--- config.mk ---
export PLATFORM = sky130hd
export DESIGN_NAME = fp_add_align_unit
export DESIGN_NICKNAME = d
export VERILOG_FILES = /design/src/rtl/fp_add_align_unit.sv
export SDC_FILE = /design/constraint.sdc
export NUM_CORES = 1
export LEC_CHECK = 0
export CAP_MARGIN = 10
export CORE_ASPECT_RATIO = 1.1
export CORE_UTILIZATION = 50
export DETAILED_ROUTE_END_ITERATION = 16
export PLACE_DENSITY = 0.78
export SETUP_SLACK_MARGIN = 0.3
export SLEW_MARGIN = 20
export SYNTH_ARGS = -nofsm -noshare
export SYNTH_HDL_FRONTEND = slang
export SYNTH_SLANG_ARGS = --single-unit
--- constraint.sdc ---
create_clock -name clk -period 5.3 [get_ports clk]
set_clock_uncertainty 0.1 [all_clocks]
set_input_delay 1.06 -clock clk [delete_from_list [all_inputs] [get_ports clk]]
set_output_delay 1.06 -clock clk [all_outputs]
set_load 0.05 [all_outputs]
--- src/rtl/fp_add_align_unit.sv ---
`default_nettype none
// ============================================================================
//  Module      : fp_add_align_unit
//  Description : DLFloat16 add/subtract front end. Captures two operands,
//                aligns the smaller significand (with sticky collection),
//                adds or subtracts, normalizes and presents an unrounded
//                20-bit result {sign, exp[5:0], mant[8:0], ext[3:0]} for a
//                downstream rounding stage. One operation in flight at a time.
//
//  Ports       : clk       - clock, rising edge
//                rst       - asynchronous active-high reset
//                in_valid  - operands a/b/sub presented
//                in_ready  - block can accept an operation (IDLE only)
//                a, b      - DLFloat16 operands {sign, exp bias 31, mant}
//                sub       - 1: a-b, 0: a+b
//                out_valid - out holds a result (DONE state)
//                out_ready - downstream consumes out
//                out       - {sign, exp, mant, guard, round, third, sticky}
//
//  Revision    : 1.0 - initial release
// ============================================================================
module fp_add_align_unit #(
    parameter int EXT_W = 4
) (
    input  logic                 clk,
    input  logic                 rst,
    input  logic                 in_valid,
    output logic                 in_ready,
    input  logic [15:0]          a,
    input  logic [15:0]          b,
    input  logic                 sub,
    output logic                 out_valid,
    input  logic                 out_ready,
    output logic [15+EXT_W:0]    out
);

    // Significand: hidden bit + 9-bit mantissa + extension bits.
    localparam int c_SIG_W = 10 + EXT_W;
    localparam logic [c_SIG_W-1:0] c_SIG_ONES = '1;
    localparam logic [15+EXT_W:0]  c_NAN_OUT  = {1'b0, 6'h3F, 9'h1FF, {EXT_W{1'b0}}};

    typedef enum logic [2:0] {
        S_IDLE  = 3'd0,
        S_ALIGN = 3'd1,
        S_ADD   = 3'd2,
        S_NORM  = 3'd3,
        S_DONE  = 3'd4
    } state_t;

    state_t r_state;
    state_t w_state_next;
    logic   r_in_ready;
    logic   w_accept;

    // ------------------------------------------------------------------
    // Control FSM
    // ------------------------------------------------------------------
    assign w_accept = in_valid && r_in_ready;

    // in_ready is registered so it stays low throughout reset and rises
    // only on the first edge after reset is released.
    always_ff @(posedge clk or posedge rst) begin
        if (rst) begin
            r_state    <= S_IDLE;
            r_in_ready <= 1'b0;
        end else begin
            r_state    <= w_state_next;
            r_in_ready <= (w_state_next == S_IDLE);
        end
    end

    always_comb begin
        w_state_next = r_state;
        out_valid    = 1'b0;
        in_ready     = r_in_ready;
        case (r_state)
            S_IDLE:  if (w_accept) w_state_next = S_ALIGN;
            S_ALIGN: w_state_next = S_ADD;
            S_ADD:   w_state_next = S_NORM;
            S_NORM:  w_state_next = S_DONE;
            S_DONE: begin
                out_valid = 1'b1;
                if (out_ready) w_state_next = S_IDLE;
            end
            default: w_state_next = S_IDLE;
        endcase
    end

    // ------------------------------------------------------------------
    // Operand capture (only on an accepted transfer)
    // ------------------------------------------------------------------
    logic [15:0] r_a;
    logic [15:0] r_b;
    logic        r_sub;

    always_ff @(posedge clk or posedge rst) begin
        if (rst) begin
            r_a   <= '0;
            r_b   <= '0;
            r_sub <= 1'b0;
        end else if (w_accept) begin
            r_a   <= a;
            r_b   <= b;
            r_sub <= sub;
        end
    end

    // ------------------------------------------------------------------
    // ALIGN: classify, order by magnitude, shift smaller with sticky
    // ------------------------------------------------------------------
    logic [5:0]         w_exp_a, w_exp_b, w_exp_l, w_exp_s, w_diff;
    logic               w_zero_a, w_zero_b, w_nan;
    logic               w_sign_a, w_sign_b, w_sign_l, w_swap;
    logic [14:0]        w_key_a, w_key_b;
    logic [c_SIG_W-1:0] w_sig_a, w_sig_b, w_sig_l, w_sig_s, w_sig_sh;

    assign w_exp_a  = r_a[14:9];
    assign w_exp_b  = r_b[14:9];
    assign w_zero_a = (w_exp_a == 6'd0);
    assign w_zero_b = (w_exp_b == 6'd0);
    assign w_nan    = ((w_exp_a == 6'h3F) && (r_a[8:0] == 9'h1FF)) ||
                      ((w_exp_b == 6'h3F) && (r_b[8:0] == 9'h1FF));
    assign w_sign_a = r_a[15];
    // b enters the datapath already negated for subtraction.
    assign w_sign_b = r_b[15] ^ r_sub;

    // Flushed zeros compare as magnitude 0 whatever their mantissa holds;
    // a zero operand then falls through the datapath unchanged as +0.
    assign w_key_a = w_zero_a ? 15'd0 : r_a[14:0];
    assign w_key_b = w_zero_b ? 15'd0 : r_b[14:0];
    assign w_swap  = (w_key_b > w_key_a);

    assign w_sig_a = w_zero_a ? '0 : {1'b1, r_a[8:0], {EXT_W{1'b0}}};
    assign w_sig_b = w_zero_b ? '0 : {1'b1, r_b[8:0], {EXT_W{1'b0}}};

    assign w_sig_l  = w_swap ? w_sig_b  : w_sig_a;
    assign w_sig_s  = w_swap ? w_sig_a  : w_sig_b;
    assign w_exp_l  = w_swap ? w_exp_b  : w_exp_a;
    assign w_exp_s  = w_swap ? w_exp_a  : w_exp_b;
    assign w_sign_l = w_swap ? w_sign_b : w_sign_a;
    assign w_diff   = w_exp_l - w_exp_s;

    always_comb begin
        w_sig_sh = '0;
        if (w_diff >= 6'(c_SIG_W)) begin
            // Everything shifts out: only the sticky survives.
            w_sig_sh[0] = |w_sig_s;
        end else begin
            w_sig_sh    = w_sig_s >> w_diff;
            w_sig_sh[0] = w_sig_sh[0] | (|(w_sig_s & ~(c_SIG_ONES << w_diff)));
        end
    end

    logic [c_SIG_W-1:0] r_al_sig_l, r_al_sig_s;
    logic [5:0]         r_al_exp;
    logic               r_al_sign, r_al_eff_sub, r_al_nan;

    always_ff @(posedge clk or posedge rst) begin
        if (rst) begin
            r_al_sig_l   <= '0;
            r_al_sig_s   <= '0;
            r_al_exp     <= '0;
            r_al_sign    <= 1'b0;
            r_al_eff_sub <= 1'b0;
            r_al_nan     <= 1'b0;
        end else if (r_state == S_ALIGN) begin
            r_al_sig_l   <= w_sig_l;
            r_al_sig_s   <= w_sig_sh;
            r_al_exp     <= w_exp_l;
            r_al_sign    <= w_sign_l;
            r_al_eff_sub <= w_sign_a ^ w_sign_b;
            r_al_nan     <= w_nan;
        end
    end

    // ------------------------------------------------------------------
    // ADD: larger minus/plus smaller; ordering keeps subtraction >= 0
    // ------------------------------------------------------------------
    logic [c_SIG_W:0] w_sum;
    logic [c_SIG_W:0] r_ad_sum;
    logic [5:0]       r_ad_exp;
    logic             r_ad_sign, r_ad_nan;

    assign w_sum = r_al_eff_sub ? ({1'b0, r_al_sig_l} - {1'b0, r_al_sig_s})
                                : ({1'b0, r_al_sig_l} + {1'b0, r_al_sig_s});

    always_ff @(posedge clk or posedge rst) begin
        if (rst) begin
            r_ad_sum  <= '0;
            r_ad_exp  <= '0;
            r_ad_sign <= 1'b0;
            r_ad_nan  <= 1'b0;
        end else if (r_state == S_ADD) begin
            r_ad_sum  <= w_sum;
            r_ad_exp  <= r_al_exp;
            r_ad_sign <= r_al_sign;
            r_ad_nan  <= r_al_nan;
        end
    end

    // ------------------------------------------------------------------
    // NORM: carry shift-right or leading-zero shift-left, then range check
    // ------------------------------------------------------------------
    logic [3:0]          w_lz;
    logic [c_SIG_W-1:0]  w_norm;
    logic signed [7:0]   w_exp_n;
    logic [15+EXT_W:0]   w_result;
    logic [15+EXT_W:0]   r_out;

    // Highest set bit wins because later iterations overwrite earlier ones.
    always_comb begin
        w_lz = 4'd0;
        for (int i = 0; i < c_SIG_W; i++) begin
            if (r_ad_sum[i]) w_lz = 4'(c_SIG_W - 1 - i);
        end
    end

    always_comb begin
        w_norm  = '0;
        w_exp_n = '0;
        if (r_ad_sum[c_SIG_W]) begin
            w_norm    = r_ad_sum[c_SIG_W:1];
            w_norm[0] = r_ad_sum[1] | r_ad_sum[0];
            w_exp_n   = $signed({2'b00, r_ad_exp}) + 8'sd1;
        end else begin
            w_norm    = r_ad_sum[c_SIG_W-1:0] << w_lz;
            w_exp_n   = $signed({2'b00, r_ad_exp}) - $signed({4'b0000, w_lz});
        end
    end

    always_comb begin
        w_result = {r_ad_sign, w_exp_n[5:0], w_norm[c_SIG_W-2:0]};
        if (r_ad_nan) begin
            w_result = c_NAN_OUT;
        end else if (r_ad_sum == '0) begin
            w_result = '0;
        end else if ((w_exp_n > 8'sd63) ||
                     ((w_exp_n == 8'sd63) && (&w_norm[c_SIG_W-2:EXT_W]) &&
                      (|w_norm[EXT_W-1:0]))) begin
            w_result = {r_ad_sign, 6'h3F, 9'h1FF, {EXT_W{1'b0}}};
        end else if (w_exp_n < 8'sd1) begin
            w_result = {r_ad_sign, {(15+EXT_W){1'b0}}};
        end
    end

    always_ff @(posedge clk or posedge rst) begin
        if (rst) begin
            r_out <= '0;
        end else if (r_state == S_NORM) begin
            r_out <= w_result;
        end
    end

    assign out = r_out;

endmodule
`default_nettype wire
# Word level (Yosys, flattened, before mapping)
# Cells that the tools add are included.
[word_totals]
output_inout_bits = 22
reg_bits = 117
inputBits = 37
word_cells = 95
[op_classes]
bitwise_logic = 6
shifts = 3
mux = 36
n_lt_le_gt_ge = 4
addsub = 5
eq_ne = 9
reduce_logical = 16
[op_table]
columns = ["cell", "n"]
rows = [
  ["14-bit two-way mux", 4],
  ["4-bit two-way mux", 14],
  ["15-bit two-way mux", 3],
  ["20-bit two-way mux", 2],
  ["19-bit two-way mux", 2],
  ["14-bit OR reduction", 2],
  ["13-bit two-way mux", 2],
  ["9-bit == test, second input constant", 2],
  ["14-bit by 14-bit adder with 15-bit output", 1],
  ["15-bit > comparator", 1],
  ["15-bit logical NOT", 1],
  ["3-bit one-hot mux with 5 select lines", 1],
  ["14-bit by 14-bit subtractor with 15-bit output", 1],
  ["14-bit AND", 1],
  ["14-bit inverter", 1],
  ["14-bit by 4-bit << shifter with 13-bit output", 1],
  ["14-bit by 6-bit << shifter with 14-bit output, first input constant", 1],
  ["14-bit by 6-bit right shift with 14-bit output", 1],
  ["6-bit == test, second input constant", 2],
  ["6-bit logical NOT", 2],
  ["6-bit two-way mux", 2],
  ["9-bit AND reduction", 1],
  ["8-bit by 7-bit == test with 1-bit output, second input constant", 1],
  ["8-bit by 7-bit > comparator with 1-bit output, second input constant", 1],
  ["other kinds (17)", 29],
]

# Logic depth before layout (Yosys ltp)
# Gate-level depths: netlist (run 1).
[logic_depth]
depth_word = 23
ltp_mapped = 23
ltp_nobuf = 19

# Least setup slack after synthesis (run 1)
# No wires, ideal clock.
[synth_path]
kind = "flip-flop to flip-flop"
start = "register r_b[12]"
end = "register r_al_sig_s[3]"
required_time_ns = 5.105
period_less_slack_ns = 4.712
arrival_time_ns = 4.516
setup_ns = 0.095
n_path_buf = 5
slack_ns = 0.588
path_stages_with_launch = 23
cell_sequence = "dfrtp_1 clkbuf_1 nor4_1 nand2_1 clkbuf_1 nand2_1 inv_1 ha_1 a21oi_1 o21ai_1 a221oi_2 a21o_1 clkbuf_1 clkbuf_1 a21oi_1 ha_1 clkbuf_1 clkinv_1 or2_2 a21boi_0 mux2i_1 mux2i_1 o31ai_1"
[synth_via]
elab_chain_cells = 7
[synth_rtl]
columns = ["item", "line", "text"]
rows = [
  ["start: declaration", "93", "logic [15:0] r_b;"],
  ["start signal: assignment", "99", "r_b <= '0;"],
  ["start signal: assignment", "103", "r_b <= b;"],
  ["6-bit logical NOT", "120", "assign w_zero_b = (w_exp_b == 6'd0);"],
  ["15-bit two-way mux", "130", "assign w_key_b = w_zero_b ? 15'd0 : r_b[14:0];"],
  ["15-bit > comparator", "131", "assign w_swap = (w_key_b > w_key_a);"],
  ["6-bit two-way mux, on equally long branches", "138, 139", ""],
  ["6-bit subtractor", "141", "assign w_diff = w_exp_l - w_exp_s;"],
  ["6-bit by 4-bit greater-or-equal comparator with 1-bit output / 14-bit by 6-bit right shift with 14-bit output (equally long branches)", "145, 149", ""],
  ["13-bit two-way mux *", "145", "if (w_diff >= 6'(c_SIG_W)) begin"],
  ["end signal: assignment", "168", "r_al_sig_s <= w_sig_sh;"],
  ["end: declaration", "154", "logic [c_SIG_W-1:0] r_al_sig_l, r_al_sig_s;"],
]
# Mark *: on every way between the ends. The rest lies on a longest branch, timed or not.
# A chain may end at the register's enable or synchronous reset.

# Worst setup path in the final report (run 1)
[layout_path]
start = "register r_b[11]"
end = "register r_al_sig_s[0]"
[layout_via]
elab_chain_cells = 11
[layout_rtl]
columns = ["item", "line", "text"]
rows = [
  ["6-bit logical NOT", "120", ""],
  ["15-bit two-way mux", "130", ""],
  ["15-bit > comparator", "131", ""],
  ["6-bit two-way mux, on equally long branches", "138, 139", ""],
  ["6-bit subtractor", "141", ""],
  ["14-bit by 6-bit << shifter with 14-bit output", "150", "w_sig_sh[0] = w_sig_sh[0] | (|(w_sig_s & ~(c_SIG_ONES << w_diff)));"],
  ["14-bit inverter", "150", ""],
  ["14-bit AND", "150", ""],
  ["14-bit OR reduction", "150", ""],
  ["1-bit bitwise OR", "150", ""],
  ["1-bit two-way mux *", "145", ""],
]
# Marked as above.

==> results of run 1 <==
[metrics by stage]
stage,setup slack (ns),utilization (%),hold slack (ns),instances,instance area (sq um)
3_3_place_gp,0.5957,55.26,0.3519,1203,9012
6_report,0.5697,58.84,0.3737,1235,9595
2_1_floorplan,0.5884,-,0.3348,989,8324
4_1_cts,0.5635,58.75,0.3709,1235,9582
3_5_place_dp,0.5810,55.26,0.3584,1203,9012
5_1_grt,0.2153,58.84,0.3964,1235,9595
[registers in the layout (all words and copies together), names as in the netlist]
register      cells
r_al_sign         1
out              20
r_al_sig_l       10
r_al_nan          1
r_al_sig_s       14
r_ad_sum         15
in_ready          1
r_state           3
r_ad_exp          6
r_sub             1
r_al_eff_sub      1
r_ad_nan          1
r_a              16
r_ad_sign         1
r_b              16
r_al_exp          6
[worst reg2reg max path: stages, from the launching register on]
cell,delay (ns)
dfrtp_1,0.48
nor4_1,0.50
nand2_2,0.28
nand2_1,0.20
inv_1,0.09
ha_1,0.31
a211oi_1,0.22
nor2_1,0.08
o31ai_2,0.29
a21o_1,0.25
buf_4,0.24
nor2_1,0.09
nor3_1,0.30
xnor2_2,0.28
mux2i_1,0.25
o22ai_1,0.13
o41ai_1,0.39
a211oi_1,0.12
[worst min-delay path by stage]
stage	from	endpoint	slack [ns]	depth (start not counted)
floorplan	r_al_nan$_DFFE_PP0P_	r_al_nan$_DFFE_PP0P_	0.33	2
global placement	r_al_nan$_DFFE_PP0P_	r_al_nan$_DFFE_PP0P_	0.35	2
detailed placement	out[19]$_DFFE_PP0N_	out[19]$_DFFE_PP0N_	0.36	2
CTS	out[19]$_DFFE_PP0N_	out[19]$_DFFE_PP0N_	0.37	2
global route	r_al_exp[5]$_DFFE_PP0P_	r_al_exp[5]$_DFFE_PP0P_	0.40	2
finish	r_al_exp[5]$_DFFE_PP0P_	r_al_exp[5]$_DFFE_PP0P_	0.37	2
[area by class of cell]
class | instances | area (sq um) | share of cell area (%)
Multi-Input combinational cell | 777 | 5101 | 53.16
Sequential cell | 113 | 2828 | 29.47
Timing Repair Buffer | 76 | 715.7 | 7.459
Clock buffer | 19 | 442.9 | 4.616
Tap cell | 204 | 255.2 | 2.660
Clock inverter | 13 | 126.4 | 1.317
Inverter | 33 | 126.4 | 1.317
[cell usage in the layout, fill, tap and decap left out, types with 11 or more instances in the layout]
cell type,n
clkbuf_16,17
nand2b_1,11
nor3_1,15
a21oi_1,77
inv_1,27
xnor2_1,23
mux2i_1,26
nor2_1,103
nand2_1,125
dfrtp_1,113
nand3_1,17
xor2_1,12
nand4_1,14
o21ai_0,76
a31oi_1,14
clkdlybuf4s50_1,58
mux2_2,44
buf_4,18
ha_1,32
[cells by family (layout without fill, tap and decap cells)]
family	count (synthesis)	in the layout	share of synthesized area (%)
simple gates	351	351	20.04
compound gates	281	281	21.93
flops	113	113	33.97
buf+inv	99	141	5.156
mux	71	71	9.259
fa+ha+maj	37	37	5.531
xor+xnor	37	37	4.118
[repair_timing]
item / CTS / global route
resized for setup: 0 / 3
endpoints found under the setup margin: 0 / 27
hold endpoints to repair: 0 / 0
[layer usage]
layer	vias to the layer above	global-route usage [%]	wire length, um
met3	69	5.748	1148
met1	3547	29.76	8833
met5	-	0	0
li1	3628	-	-
met2	274	43.82	10570
met4	0	14.50	883
==> impl_metrics.py, run 1 <==
metrics = {
    "final_layout": {
        "nets": 1088,
        "share_of_layout_cells_above_drive_strength_1_pct": 12.42,
        "fillers": 1439,
        "synthToLayoutAreaGrowth_pct": 15.27,
        "antenna_cells_inserted": 0,
    },
    "synth": {
        "number_of_standard_cells_after_synthesis": 989,
        "synth_ff_type": "dfrtp_1",
        "synthDominantAreaCellType": "dfrtp_1",
        "synth.most_common_cell": "nand2_1",
        "postSynthRegisterBits": 113,
        "synth-seq-area-share_pct": 33.97,
        "synth_enable_flop_cells": 0,
        "yosys.area.top_type_share_pct": 33.97,
        "synth.lib_cells_used.distinct": 88,
        "postSynth.asyncResetShare_pct": 100.0,
        "synthesized_cell_area_sq_um": 8324,
        "synth.net_count": 1059,
        "post_synth.cell_area_avg_sq_um": 8.417,
        "synth_top_cells_by_area": "dfrtp_1 (34%), mux2_2 (6.0%), nand2_1 (5.7%)",
        "yosys-top-cells-count": "nand2_1 (126), dfrtp_1 (113), nor2_1 (103), a21oi_1 (77), o21ai_0 (76)",
        "ys_warn_count": 0,
    },
    "clock_tree": {
        "number_of_buffers_created_by_cts": 17,
        "clk_tree_root_cell": "clkbuf_16",
        "number_of_post_cts_setup_repair_buffers": 0,
        "worst_setup_hold_path_clk_slew_ns": 0.05,
        "cts.sink_count": 113,
        "clk_path_buf_depth": 2,
        "tritoncts": "done",
        "worst_skew_pair.late_latency_ns": 0.41,
        "ctsHoldBuffers": 0,
        "number_of_h_tree_levels": 4,
    },
    "critical_path": {
        "path_depth": 17,
        "cp_top_family": "simple AND/OR/NAND/NOR gates",
        "crit_path_max_fanout": 15,
        "arrival_worst_endpoint_ns": 4.91,
        "timing.critical_path.to_type": "flip-flop",
        "worst_path_max_delay_cell": "nor4_1",
        "worstSetupStartpointType": "flip-flop",
        "critical-path-max-stage-delay_ns": 0.50,
        "cp.buffers_inverters": 2,
        "path_class": "reg -> reg",
        "cp_data_required_time_ns": 5.48,
        "crit_path_cell_trace": "nor4_1, nand2_2, nand2_1, inv_1, ha_1, a211oi_1, nor2_1, o31ai_2, a21o_1, buf_4, nor2_1, nor3_1, xnor2_2, mux2i_1, o22ai_1, o41ai_1, a211oi_1",
        "critical_path.startpoint": "r_b[11]$_DFFE_PP0P_",
        "critPathCapture": "r_al_sig_s[0]$_DFFE_PP0P_",
        "terminus_of_the_critical_flop_to_flop_path": "r_al_sig_s[0]$_DFFE_PP0P_",
        "r2r_start": "r_b[11]$_DFFE_PP0P_",
        "reg2reg_depth": 17,
        "regToRegSetupSlack_ns": 0.57,
    },
    "global_routing": {
        "largest_net_degree_at_the_start_of_global_routing": 56,
        "grt_overflow": 0,
        "grt_pass1_wl_mm": 34.62,
        "globalRouteTotalUtil_pct": 25.54,
        "antenna_found_initial": 0,
        "grt_pass1_vias": 7001,
    },
    "floorplanning": {
        "io-pin-count": 59,
        "floorplan.initialDensity_pct": 51.04,
        "rows": 49,
        "area_of_the_die_sq_um": 17170,
        "fp.dieH_um": 137.3,
        "core-area_sq_um": 16310,
        "die_w_um": 125.0,
    },
    "route": {
        "first_iter_violations": 572,
        "drc": 2,
        "via_per_inst": 6.087,
        "routed-via-count": 7518,
        "postRouteWirelength_mm": 21.43,
        "drt_pre_antenna_iters": 13,
        "avgRoutedWirePerCell_um": 17.35,
        "number_of_nets_with_antenna_violations_after_detailed_routing": 0,
    },
    "placement": {
        "globalplace.congestion": 0.9791,
        "portBuffers": 58,
        "dpl_wire_length_mm": 16.07,
    },
    "status": {
        "failed_checks": "DRC",
        "run_status": "finished with violations",
    },
    "sta": {
        "fin_setup_tns_ns": 0,
        "max_slew.worst_pin.slew_ns": 1.070,
        "final_cycle_share_pct": 89.25,
        "rsz0062_at_grt": "yes",
        "maxSlewViolCount": 0,
        "timing.final.setup_violations": 0,
        "timing.final.hold_violations": 0,
        "max_slew_margin_pct": 28.28,
        "fmax_mhz": 211.4,
        "layout_min_cycle_time_ns": 4.730,
    },
    "flow_run": {
        "drv_cap": 0,
    },
    "worst_hold_path": {
        "worstHoldPathType": "reg -> reg",
    },
}
Power of run 1 is not shown: default switching activity piles up to over one toggle a cycle in this logic, so the estimate is an artifact.
==> run 2, diff against run 1 <==
- TNS_END_PERCENT: not set -> 1
==> results of run 2 <==
No change in the layout: final DEF, timing and power equal those of run 1.
Power of run 2 is left out for the same reason.
